--- config.mk ---
export PLATFORM = sky130hd
export DESIGN_NAME = riscv_biu2wb_b3_flat
export DESIGN_NICKNAME = d
export VERILOG_FILES = /design/src/rtl/riscv_biu2wb_b3_if.sv /design/src/rtl/riscv_biu2wb_b3.sv /design/src/flat_wrapper.sv
export SDC_FILE = /design/constraint.sdc
export NUM_CORES = 1
export LEC_CHECK = 0
export CAP_MARGIN = 20
export CORE_AREA = 3 3 185 187
export CTS_CLUSTER_SIZE = 14
export DETAILED_ROUTE_END_ITERATION = 10
export DIE_AREA = 0 0 188 190
export HOLD_SLACK_MARGIN = 0.08
export PLACE_DENSITY = 0.75
export RECOVER_POWER = 50
export SLEW_MARGIN = 20
export SYNTH_ARGS = -nofsm -noshare
export SYNTH_HDL_FRONTEND = slang
export SYNTH_SLANG_ARGS = --single-unit
--- constraint.sdc ---
create_clock -name HCLK -period 2.7 [get_ports HCLK]
set_input_delay 0.675 -clock HCLK [delete_from_list [all_inputs] [get_ports HCLK]]
set_output_delay 0.675 -clock HCLK [all_outputs]
set_load 0.005 [all_outputs]
--- src/rtl/riscv_biu2wb_b3_if.sv ---
// Wishbone B3 bus seen from the bridge: master drives the cycle, slave answers.
interface riscv_biu2wb_b3_if #(
    parameter int XLEN = 64,
    parameter int PLEN = 64
);
    logic [PLEN-1:0]   wb_adr_o;
    logic [XLEN-1:0]   wb_dat_o;
    logic [XLEN/8-1:0] wb_sel_o;
    logic              wb_we_o;
    logic              wb_cyc_o;
    logic              wb_stb_o;
    logic [2:0]        wb_cti_o;
    logic [1:0]        wb_bte_o;
    logic [XLEN-1:0]   wb_dat_i;
    logic              wb_ack_i;
    logic              wb_err_i;
    logic              wb_rty_i;

    modport master (
        output wb_adr_o, wb_dat_o, wb_sel_o, wb_we_o, wb_cyc_o, wb_stb_o, wb_cti_o, wb_bte_o,
        input  wb_dat_i, wb_ack_i, wb_err_i, wb_rty_i
    );

    modport slave (
        input  wb_adr_o, wb_dat_o, wb_sel_o, wb_we_o, wb_cyc_o, wb_stb_o, wb_cti_o, wb_bte_o,
        output wb_dat_i, wb_ack_i, wb_err_i, wb_rty_i
    );
endinterface

--- src/rtl/riscv_biu2wb_b3.sv ---
// BIU to Wishbone B3 bridge: single and burst transfers with retry, error and timeout handling.
module riscv_biu2wb_b3 #(
    parameter int XLEN    = 64,
    parameter int PLEN    = 64,
    parameter int MAX_RTY = 4,
    parameter int TIMEOUT = 255
) (
    input  logic                 HCLK,
    input  logic                 HRESETn,
    riscv_biu2wb_b3_if.master    wb,
    input  logic                 biu_stb_i,
    output logic                 biu_stb_ack_o,
    output logic                 biu_d_ack_o,
    input  logic [PLEN-1:0]      biu_adri_i,
    output logic [PLEN-1:0]      biu_adro_o,
    input  logic [2:0]           biu_size_i,
    input  logic [2:0]           biu_type_i,
    input  logic                 biu_lock_i,
    input  logic                 biu_we_i,
    input  logic [XLEN-1:0]      biu_d_i,
    output logic [XLEN-1:0]      biu_q_o,
    output logic                 biu_ack_o,
    output logic                 biu_err_o
);
    localparam int BYTES = XLEN / 8;
    localparam int OFFW  = $clog2(BYTES);

    localparam logic [2:0] WRAP4  = 3'b010, INCR4  = 3'b011;
    localparam logic [2:0] WRAP8  = 3'b100, INCR8  = 3'b101;
    localparam logic [2:0] WRAP16 = 3'b110, INCR16 = 3'b111;

    typedef enum logic [1:0] {IDLE, BUS, RETRY} state_t;

    state_t            state_reg, state_next;
    logic [PLEN-1:0]   adr_reg, adr_next;
    logic [XLEN-1:0]   dat_reg, dat_next;
    logic              we_reg, we_next;
    logic [2:0]        size_reg, size_next;
    logic              burst_reg, burst_next;
    logic              wrap_reg, wrap_next;
    logic [7:0]        wmask_reg, wmask_next;
    logic [1:0]        bte_reg, bte_next;
    logic [4:0]        beats_reg, beats_next;
    logic [3:0]        rty_reg, rty_next;
    logic [7:0]        tmo_reg, tmo_next;
    logic              cyc_reg, cyc_next;
    logic              stb_reg, stb_next;
    logic              err_reg, err_next;

    logic [4:0]        acc_beats;
    logic              acc_burst, acc_wrap;
    logic [1:0]        acc_bte;
    logic [7:0]        acc_mask;
    logic              rsp_err, rsp_rty, rsp_ack, in_bus, beat_last, abort;
    logic [PLEN-1:0]   adr_inc, adr_wrap;
    logic [7:0]        size_mask;
    logic [BYTES-1:0]  sel_single;

    // Response priority: err beats rty beats ack.
    assign rsp_err   = wb.wb_err_i;
    assign rsp_rty   = wb.wb_rty_i & ~wb.wb_err_i;
    assign rsp_ack   = wb.wb_ack_i & ~wb.wb_err_i & ~wb.wb_rty_i;
    assign in_bus    = (state_reg == BUS);
    assign beat_last = (beats_reg == 5'd1);

    assign adr_inc  = adr_reg + PLEN'(BYTES);
    assign adr_wrap = {adr_reg[PLEN-1:8], (adr_reg[7:0] & ~wmask_reg) | (adr_inc[7:0] & wmask_reg)};

    always_comb begin
        acc_beats = 5'd1;
        acc_burst = 1'b0;
        acc_wrap  = 1'b0;
        acc_bte   = 2'b00;
        acc_mask  = 8'h00;
        case (biu_type_i)
            WRAP4:  begin acc_beats = 5'd4;  acc_burst = 1'b1; acc_wrap = 1'b1; acc_bte = 2'b01; acc_mask = 8'(4*BYTES-1);  end
            INCR4:  begin acc_beats = 5'd4;  acc_burst = 1'b1; end
            WRAP8:  begin acc_beats = 5'd8;  acc_burst = 1'b1; acc_wrap = 1'b1; acc_bte = 2'b10; acc_mask = 8'(8*BYTES-1);  end
            INCR8:  begin acc_beats = 5'd8;  acc_burst = 1'b1; end
            WRAP16: begin acc_beats = 5'd16; acc_burst = 1'b1; acc_wrap = 1'b1; acc_bte = 2'b11; acc_mask = 8'(16*BYTES-1); end
            INCR16: begin acc_beats = 5'd16; acc_burst = 1'b1; end
            default: ;
        endcase
    end

    always_comb begin
        case (size_reg)
            3'b000:  size_mask = 8'h01;
            3'b001:  size_mask = 8'h03;
            3'b010:  size_mask = 8'h0F;
            default: size_mask = 8'hFF;
        endcase
        sel_single = BYTES'(size_mask) << adr_reg[OFFW-1:0];
    end

    always_comb begin
        state_next = state_reg;
        adr_next   = adr_reg;
        dat_next   = dat_reg;
        we_next    = we_reg;
        size_next  = size_reg;
        burst_next = burst_reg;
        wrap_next  = wrap_reg;
        wmask_next = wmask_reg;
        bte_next   = bte_reg;
        beats_next = beats_reg;
        rty_next   = rty_reg;
        tmo_next   = tmo_reg;
        cyc_next   = cyc_reg;
        stb_next   = stb_reg;
        err_next   = 1'b0;
        abort      = 1'b0;
        case (state_reg)
            IDLE: begin
                if (biu_stb_i) begin
                    state_next = BUS;
                    adr_next   = biu_adri_i;
                    dat_next   = biu_d_i;
                    we_next    = biu_we_i;
                    size_next  = biu_size_i;
                    burst_next = acc_burst;
                    wrap_next  = acc_wrap;
                    wmask_next = acc_mask;
                    bte_next   = acc_bte;
                    beats_next = acc_beats;
                    rty_next   = 4'd0;
                    tmo_next   = 8'd0;
                    cyc_next   = 1'b1;
                    stb_next   = 1'b1;
                end else begin
                    cyc_next = cyc_reg & biu_lock_i;
                end
            end
            BUS: begin
                if (rsp_err) begin
                    abort = 1'b1;
                end else if (rsp_rty) begin
                    if (rty_reg == 4'(MAX_RTY-1)) begin
                        abort = 1'b1;
                    end else begin
                        state_next = RETRY;
                        rty_next   = rty_reg + 4'd1;
                        cyc_next   = 1'b0;
                        stb_next   = 1'b0;
                    end
                end else if (rsp_ack) begin
                    rty_next   = 4'd0;
                    tmo_next   = 8'd0;
                    beats_next = beats_reg - 5'd1;
                    if (beat_last) begin
                        state_next = IDLE;
                        stb_next   = 1'b0;
                        cyc_next   = biu_lock_i;
                    end else begin
                        adr_next = wrap_reg ? adr_wrap : adr_inc;
                        if (we_reg) dat_next = biu_d_i;
                    end
                end else if (TIMEOUT != 0) begin
                    if (tmo_reg == 8'(TIMEOUT-1)) abort = 1'b1;
                    else tmo_next = tmo_reg + 8'd1;
                end
            end
            RETRY: begin
                state_next = BUS;
                cyc_next   = 1'b1;
                stb_next   = 1'b1;
                tmo_next   = 8'd0;
            end
            default: state_next = IDLE;
        endcase
        // Any abort drops the whole cycle, flushes the remaining beats and flags the error.
        if (abort) begin
            state_next = IDLE;
            cyc_next   = 1'b0;
            stb_next   = 1'b0;
            err_next   = 1'b1;
            beats_next = 5'd0;
            rty_next   = 4'd0;
            tmo_next   = 8'd0;
        end
    end

    always_ff @(posedge HCLK or negedge HRESETn) begin
        if (!HRESETn) begin
            state_reg <= IDLE;
            adr_reg   <= '0;
            dat_reg   <= '0;
            we_reg    <= 1'b0;
            size_reg  <= 3'b000;
            burst_reg <= 1'b0;
            wrap_reg  <= 1'b0;
            wmask_reg <= 8'h00;
            bte_reg   <= 2'b00;
            beats_reg <= 5'd0;
            rty_reg   <= 4'd0;
            tmo_reg   <= 8'd0;
            cyc_reg   <= 1'b0;
            stb_reg   <= 1'b0;
            err_reg   <= 1'b0;
        end else begin
            state_reg <= state_next;
            adr_reg   <= adr_next;
            dat_reg   <= dat_next;
            we_reg    <= we_next;
            size_reg  <= size_next;
            burst_reg <= burst_next;
            wrap_reg  <= wrap_next;
            wmask_reg <= wmask_next;
            bte_reg   <= bte_next;
            beats_reg <= beats_next;
            rty_reg   <= rty_next;
            tmo_reg   <= tmo_next;
            cyc_reg   <= cyc_next;
            stb_reg   <= stb_next;
            err_reg   <= err_next;
        end
    end

    // Qualifiers are gated by stb so an idle or retrying bus shows all zeros.
    assign wb.wb_adr_o = adr_reg;
    assign wb.wb_dat_o = dat_reg;
    assign wb.wb_we_o  = we_reg & stb_reg;
    assign wb.wb_cyc_o = cyc_reg;
    assign wb.wb_stb_o = stb_reg;
    assign wb.wb_sel_o = !stb_reg ? '0 : (burst_reg ? '1 : sel_single);
    assign wb.wb_cti_o = (!stb_reg || !burst_reg) ? 3'b000 : (beat_last ? 3'b111 : 3'b010);
    assign wb.wb_bte_o = stb_reg ? bte_reg : 2'b00;

    assign biu_stb_ack_o = biu_stb_i & (state_reg == IDLE);
    assign biu_ack_o     = rsp_ack & in_bus;
    assign biu_d_ack_o   = rsp_ack & in_bus & we_reg & ~beat_last;
    assign biu_q_o       = wb.wb_dat_i;
    assign biu_adro_o    = adr_reg;
    assign biu_err_o     = err_reg;
endmodule

--- src/flat_wrapper.sv ---
// flat-port wrapper written by rule: the top's interface ports become plain ports
module riscv_biu2wb_b3_flat 
#(
    parameter int XLEN    = 64,
    parameter int PLEN    = 64,
    parameter int MAX_RTY = 4,
    parameter int TIMEOUT = 255
)
  (HCLK, HRESETn, biu_stb_i, biu_stb_ack_o, biu_d_ack_o, biu_adri_i, biu_adro_o, biu_size_i, biu_type_i, biu_lock_i, biu_we_i, biu_d_i, biu_q_o, biu_ack_o, biu_err_o, wb_wb_adr_o, wb_wb_dat_o, wb_wb_sel_o, wb_wb_we_o, wb_wb_cyc_o, wb_wb_stb_o, wb_wb_cti_o, wb_wb_bte_o, wb_wb_dat_i, wb_wb_ack_i, wb_wb_err_i, wb_wb_rty_i);
  riscv_biu2wb_b3_if #(.XLEN(XLEN), .PLEN(PLEN)) wb_i ();
  input  logic HCLK;
  input  logic HRESETn;
  input  logic biu_stb_i;
  output logic biu_stb_ack_o;
  output logic biu_d_ack_o;
  input  logic [PLEN-1:0] biu_adri_i;
  output logic [PLEN-1:0] biu_adro_o;
  input  logic [2:0] biu_size_i;
  input  logic [2:0] biu_type_i;
  input  logic biu_lock_i;
  input  logic biu_we_i;
  input  logic [XLEN-1:0] biu_d_i;
  output logic [XLEN-1:0] biu_q_o;
  output logic biu_ack_o;
  output logic biu_err_o;
  output wire logic [$bits(wb_i.wb_adr_o)-1:0] wb_wb_adr_o;
  output wire logic [$bits(wb_i.wb_dat_o)-1:0] wb_wb_dat_o;
  output wire logic [$bits(wb_i.wb_sel_o)-1:0] wb_wb_sel_o;
  output wire logic [$bits(wb_i.wb_we_o)-1:0] wb_wb_we_o;
  output wire logic [$bits(wb_i.wb_cyc_o)-1:0] wb_wb_cyc_o;
  output wire logic [$bits(wb_i.wb_stb_o)-1:0] wb_wb_stb_o;
  output wire logic [$bits(wb_i.wb_cti_o)-1:0] wb_wb_cti_o;
  output wire logic [$bits(wb_i.wb_bte_o)-1:0] wb_wb_bte_o;
  input wire logic [$bits(wb_i.wb_dat_i)-1:0] wb_wb_dat_i;
  input wire logic [$bits(wb_i.wb_ack_i)-1:0] wb_wb_ack_i;
  input wire logic [$bits(wb_i.wb_err_i)-1:0] wb_wb_err_i;
  input wire logic [$bits(wb_i.wb_rty_i)-1:0] wb_wb_rty_i;
  assign wb_wb_adr_o = wb_i.wb_adr_o;
  assign wb_wb_dat_o = wb_i.wb_dat_o;
  assign wb_wb_sel_o = wb_i.wb_sel_o;
  assign wb_wb_we_o = wb_i.wb_we_o;
  assign wb_wb_cyc_o = wb_i.wb_cyc_o;
  assign wb_wb_stb_o = wb_i.wb_stb_o;
  assign wb_wb_cti_o = wb_i.wb_cti_o;
  assign wb_wb_bte_o = wb_i.wb_bte_o;
  assign wb_i.wb_dat_i = wb_wb_dat_i;
  assign wb_i.wb_ack_i = wb_wb_ack_i;
  assign wb_i.wb_err_i = wb_wb_err_i;
  assign wb_i.wb_rty_i = wb_wb_rty_i;
  riscv_biu2wb_b3 #(.XLEN(XLEN), .PLEN(PLEN), .MAX_RTY(MAX_RTY), .TIMEOUT(TIMEOUT)) u_core (.HCLK(HCLK), .HRESETn(HRESETn), .wb(wb_i), .biu_stb_i(biu_stb_i), .biu_stb_ack_o(biu_stb_ack_o), .biu_d_ack_o(biu_d_ack_o), .biu_adri_i(biu_adri_i), .biu_adro_o(biu_adro_o), .biu_size_i(biu_size_i), .biu_type_i(biu_type_i), .biu_lock_i(biu_lock_i), .biu_we_i(biu_we_i), .biu_d_i(biu_d_i), .biu_q_o(biu_q_o), .biu_ack_o(biu_ack_o), .biu_err_o(biu_err_o));
endmodule
==> metrics.yaml, run 1 <==
status: "completed"
seqPwrFrac: 0.284
share_comb_of_total_power: 0.568
yosys_warnings: 0
power_density_nw_per_um2: 1110
grt_pass1_wl_um: 54600
relSlewSlack: 0.181
criticalPathCategory: "reg2out"
drc: 0
startpoint_type: "register"
synth.avg_cell_area_um2: 9.24
die-height_um: 190
p_sw_frac: 0.382
vias: 9380
overflow: 0
antenna_cells: 0
min_path_type: "in2async"
grtUsageTotal: 0.196
layout_setup_ws_ns: 0.0804
syn_area_um2: 9540
drv_slew: 0
async_reset_ff_frac: 1.00
crit_arrival_ns: 1.94
areaGrowthSynthToFinish_pct: 48.4
port_buffers: 353
ir_drop_mv: 0.637
synth_cells: 1032
die-area_um2: 35700
ioPinCount: 482
grt_max_degree: 49
drtIter0Drc: 670
synth_nets: 1249
cts_buffers: 17
yosys.area.top_type_share: 0.417
synthTopCellsByArea: "dfrtp_1 42%, buf_4 10%, mux2_2 8.4%, o21ai_0 4.4%, nand2_1 3.5%"
htree_levels: 4
root_buffer: "clkbuf_16"
hold_violations: 0
clk_pin_slew_worst_paths_ns: 0.07
yosys.area.top_type: "dfrtp_1"
p_leak_uw: 0.00582
timing.final.crit_share: 0.970
fill_cells: 3130
routabilityCongestion: 0.879
final_util: 0.434
worstMarginPinSlew_ns: 1.23
final_area_um2: 14100
required_ns: 2.03
ys_ff_latch: 159
intPower_uw: 9670
rrSetupSlack_ns: 0.10
finalSetupViolCount: 0
vias_per_cell: 5.20
cts_tree: "done"
drt-total-wl_um: 35800
dpl_cell_area_um2: 13400
reg2reg_to: "u_core.biu_adro_o[54]"
grt_pass1_vias: 9425
synth-seq-area-share: 0.417
skew_ns: 0.0109
cp-end-kind: "primary output"
rsz0062_at_grt: "no"
initial_utilization: 0.292
num_rows: 66
core-area_um2: 32600
routedWlPerCell_um: 19.8
num-nets-final: 1566
rr_worst_depth: 6
die_w_um: 188
fin_crit_ns: 2.62
cap_viol_max_count: 0
path_max_fanout: 3
synth_edf_count: 0
p_sw_uw: 5970
cts_hold_buf: 0
largest_reg_flops: 64
tns_ns: 0
ys.flop_type: "dfrtp_1"
ant_nets: 0
dp_hpwl_um: 27600
p_clk_frac: 0.148
dr.pass1.iters: 6
clock_latency_ns: 0.44
ys_types: 65
antenna_found_initial: 2
drive_above_1_share: 0.192
fmax_mhz: 382
clk_path_buf_depth: 2
cts.sinks: 159
preCtsSetupSlack_ns: -0.297
==> worst max-delay path by stage <==
| stage | startpoint | end | slack, ns | depth (start not counted) |
|---|---|---|---|---|
| final | u_core.beats_reg[1] | biu_d_ack_o | 0.08 | 5 |
| after global routing | register | u_core.biu_adro_o[54] | 0.001 | 6 |
| after CTS | u_core.biu_adro_o[1] | wb_wb_sel_o[7] | 0.002 | 7 |
| after detailed placement | wb_wb_ack_i | u_core.biu_adro_o[28] | -0.30 | 10 |
| after global placement | wb_wb_ack_i | biu_d_ack_o | -0.33 | 5 |
| after floorplan | u_core.biu_adro_o[11] | u_core.biu_adro_o[54] | 0.02 | 7 |
==> power by group through the flow <==
stage	Clock (µW)	Sequential (µW)	Combinational [µW]
final	2320	4440	8880
after global routing	2480	4600	9650
after CTS	2390	4450	9100
after detailed placement	0	4510	8850
after global placement	0	4450	8670
after floorplan	0	4480	4040
==> critical path, stage by stage, from the launching register on <==
cell	delay, ns
dfrtp_1	0.38
inv_1	0.08
ha_1	0.13
or4b_4	0.50
and4_1	0.22
clkdlybuf4s15_1	0.20
==> kinds of logic after synthesis <==
family	Yosys count	share of synthesized area
mux	77	0.0901
compound gates	241	0.161
buf+inv	205	0.135
xor+xnor	7	0.00643
simple gates	332	0.176
fa+ha+maj	11	0.0144
flops	159	0.417
==> synth_stat cells, types with 5 or more instances <==
library cell / number
a31oi_1: 12
a21oi_1: 48
o311ai_0: 8
o2bb2ai_1: 10
or3_1: 5
and2_1: 7
nand3_1: 33
buf_1: 6
nor2_1: 75
nor3_1: 23
nor3b_1: 6
and3_1: 13
nor4_1: 13
a32oi_1: 7
nand2_1: 90
or4_1: 8
mux2i_1: 6
o21ai_0: 83
o22ai_1: 7
buf_4: 130
a41oi_1: 5
xor2_1: 7
o211ai_1: 6
and4_1: 11
nand4_1: 25
ha_1: 11
clkbuf_1: 40
or3_2: 5
mux2_2: 71
dfrtp_1: 159
nand2b_1: 6
inv_1: 24
a22oi_1: 16
==> metrics by stage <==
stage,power [µW],hold slack [ns],std cells
6_report,15600,0.488,1804
5_1_grt,16700,0.513,1804
4_1_cts,15900,0.154,1802
3_5_place_dp,13400,0.474,1752
3_3_place_gp,13100,0.461,1752
2_1_floorplan,8520,0.379,1032
==> layer usage <==
layer  vias to the layer above  part of all wire  wire (µm)  track usage
met3                        76             0.085       3050       0.0566
met1                      4528              0.37      13300        0.215
met2                       519              0.52      18500        0.359
met4                         4             0.027        962       0.0701
met5                         -           0.00064         23            0
li1                       4253                 -          -            -
==> layout by cell type, fill, tap and decap left out, types with 17 or more instances in the layout <==
master,instances
clkdlybuf4s50_1,277
dfrtp_1,153
buf_4,108
nand2_1,90
o21ai_0,83
nor2_1,73
mux2_2,71
dlygate4sd3_1,62
a21oi_1,48
nand3_1,33
nand4_1,25
inv_1,24
nor3_1,20
clkbuf_16,17
==> cell type report <==
class | instances | area, µm² | share of cell area
well taps | 442 | 553 | 0.0391
inverters | 24 | 90.1 | 0.00637
multi-input cells | 668 | 4390 | 0.310
clock inverters | 13 | 106 | 0.00752
repair buffers | 479 | 4590 | 0.324
flip-flops and latches | 159 | 3990 | 0.282
clock buffers | 19 | 443 | 0.0313
==> what timing repair did <==
item | 4_1_cts | 5_1_grt
gates resized for setup | 25 | 18
setup buffers | 18 | 2
setup endpoints to repair | 11 | 12
pin swaps | 3 | 5
cloned | 0 | 0
(Power assumes the default switching activity.)
==> inputs of run 2 (changes only) <==
--- a/config.mk
+++ b/config.mk
@@ -11,7 +11,7 @@
 export DETAILED_ROUTE_END_ITERATION = 10
 export DIE_AREA = 0 0 188 190
 export HOLD_SLACK_MARGIN = 0.08
-export PLACE_DENSITY = 0.75
+export PLACE_DENSITY_LB_ADDON = 0.08
 export RECOVER_POWER = 50
 export SLEW_MARGIN = 20
 export SYNTH_ARGS = -nofsm -noshare
==> run 2 against run 1 <==
- the flow now finishes with violations (max-capacitance violations, max-slew violations)
- sequential power down 2%
- setup slack worse by 0.012 ns
- clock skew up 0.0020 ns
- clock power up 16%
- non-clock buffer count up 10
- sequential share of layout area down 0.12 points
- via count down 2.9%
- utilization up 0.19 points
- die area unchanged
- critical path depth up 1
- largest power group unchanged
- register-to-register slack worse by 0.03 ns
- highest routed layer unchanged
- total power up 1.8%
==> metrics.yaml, run 2 (same netlist as run 1, synthesis figures left out) <==
largest_reg_flops: 64  # unchanged
crit_arrival_ns: 2.98  # was 1.94 ns
multi_input_area_um2: 4350  # was 4390 µm²
final_util: 0.436  # was 0.434
final_common_cell: "clkdlybuf4s50_1"  # unchanged
preCtsSetupSlack_ns: -0.164  # was -0.297 ns
port_buffers: 353  # unchanged
dp_hpwl_um: 27700  # was 27600 µm
timing.final.crit_share: 0.975  # was 0.970
cts.sinks: 159  # unchanged
violations: "max-capacitance violations, max-slew violations"
worstHoldPathCells: 2
die_w_um: 188  # unchanged
min_from: "u_core.bte_reg[0]"
ioPinCount: 482  # unchanged
min_path_type: "reg2reg"  # was in2async
cp-end-kind: "register"  # was primary output
cts_buffers: 17  # unchanged
drt-total-wl_um: 36200  # was 35800 µm
path_max_fanout: 2  # was 3
routed-wl-met2_um: 17900  # was 18500 µm
grt_pass1_vias: 9362  # was 9425
criticalPathCategory: "reg2reg"  # was reg2out
routedWlPerCell_um: 20.0  # was 19.8 µm
finalSetupViolCount: 0  # unchanged
drv_slew: 56  # was 0
core-area_um2: 32600  # unchanged
power_density_nw_per_um2: 1120  # was 1110 nW/µm²
num-nets-final: 1576  # was 1566
status: "complete, but fails checks"  # was completed
areaGrowthSynthToFinish_pct: 49.0  # was 48.4%
die-area_um2: 35700  # unchanged
stdcell_count: 1814  # was 1804
layout_setup_ws_ns: 0.0686  # was 0.0804 ns
rrSetupSlack_ns: 0.07  # was 0.10 ns
vias: 9104  # was 9380
cap_viol_max_count: 1  # was 0
wl_met1_um: 14900  # was 13300 µm
relSlewSlack: -0.0338  # was 0.181
ant_nets: 0  # unchanged
ir_drop_mv: 0.485  # was 0.637 mV
holdPathEnd: "u_core.bte_reg[0]"
num_rows: 66  # unchanged
grt_max_degree: 56  # was 49
drtIter0Drc: 432  # was 670
root_buffer: "clkbuf_16"  # unchanged
required_ns: 3.05  # was 2.03 ns
antenna_found_initial: 4  # was 2
worst_hold_slack_ns: 0.482  # was 0.488 ns
reg2reg_from: "u_core.biu_adro_o[12]"
grtUsageTotal: 0.199  # was 0.196
fmax_mhz: 380  # was 382 MHz
htree_levels: 4  # unchanged
met3WireLength_um: 2720  # was 3050 µm
routabilityCongestion: 0.854  # was 0.879
tns_ns: 0  # unchanged
initial_utilization: 0.292  # unchanged
antenna_cells: 0  # unchanged
hold_violations: 0  # unchanged
skew_ns: 0.0129  # was 0.0109 ns
worstMarginPinSlew_ns: 1.55  # was 1.23 ns
rr_worst_depth: 6  # unchanged
overflow: 0  # unchanged
clk_path_buf_depth: 2  # unchanged
p_leak_uw: 0.00587  # was 0.00582 µW
clk_pin_slew_worst_paths_ns: 0.07  # about the same
cp-startpoint: "u_core.biu_adro_o[12]"  # was u_core.beats_reg[1]
drive_above_1_share: 0.198  # was 0.192
vias_per_cell: 5.02  # was 5.20
clock_latency_ns: 0.44  # about the same
top_layer: "met5"  # unchanged
reg2reg_to: "u_core.biu_adro_o[54]"  # unchanged
final_cell_mix: "279 x clkdlybuf4s50_1, 153 x dfrtp_1, 120 x buf_4"  # was 277 x clkdlybuf4s50_1, 153 x dfrtp_1, 108 x buf_4
startpoint_type: "register"  # unchanged
fill_cells: 3180  # was 3130
dr.pass1.iters: 5  # was 6
dp_cells: 1765  # was 1752
drc: 0  # unchanged
die-height_um: 190  # unchanged
grt_pass1_wl_um: 55400  # was 54600 µm
fin_crit_ns: 2.63  # was 2.62 ns
seq_area_um2: 3990  # unchanged
cts_tree: "done"  # unchanged
## run 2: cell types whose count changed in the layout (fill, tap and decap cells not counted), moves of 2 or more
cell / change
clkdlybuf4s50_1: +2
ha_1: +2
clkinvlp_4: -4
dlymetal6s2s_1: -4
buf_12: -4
bufinv_16: +4
inv_6: -3
clkbuf_4: +2
clkbuf_2: +3
buf_4: +12
## run 2: routing by layer
metal  GRT usage  up-vias
met5           0        -
met4      0.0612        8
met3      0.0588       57
met2       0.344      347
met1       0.240     4429
li1            -     4263
## run 2: layout make-up
type	instances	share of cell area
multi-input cells	668	0.306
flip-flops and latches	159	0.280
well taps	442	0.0389
repair buffers	489	0.323
clock inverters	12	0.0129
inverters	24	0.00634
clock buffers	20	0.0321
## run 2: timing repair
item,in CTS,in global routing
pin swaps,3,0
endpoints found under the setup margin,13,7
buffers inserted,17,0
hold buffers,0,0
gates resized for setup,24,17
## run 2: power breakdown
part           switching (µW)  internal, µW
registers                 893          3480
clock network            1080          1610
logic                    3880          4980
## run 2: worst max path at each step
stage / to / slack [ns]
6_report: u_core.biu_adro_o[54] / 0.07
5_1_grt: wb_wb_sel_o[7] / -0.004
4_1_cts: u_core.biu_adro_o[54] / 0.0007
3_5_place_dp: u_core.biu_adro_o[37] / -0.16
3_3_place_gp: biu_d_ack_o / -0.17
2_1_floorplan: u_core.biu_adro_o[54] / 0.02
## run 2: critical path: stages (launching register included)
cell      delay [ns]
dfrtp_1         0.37
nand3_2         0.08
or4_4           0.57
or4_4           0.54
or4_1           0.57
or3_1           0.32
o211ai_1        0.09
## run 2: through the flow
| stage | cell area (µm²) | power, µW |
|---|---|---|
| floorplan | 9540 | 8520 |
| global placement | 13400 | 13300 |
| detailed placement | 13400 | 13400 |
| CTS | 14200 | 16300 |
| global route | 14200 | 17100 |
| finish | 14200 | 15900 |
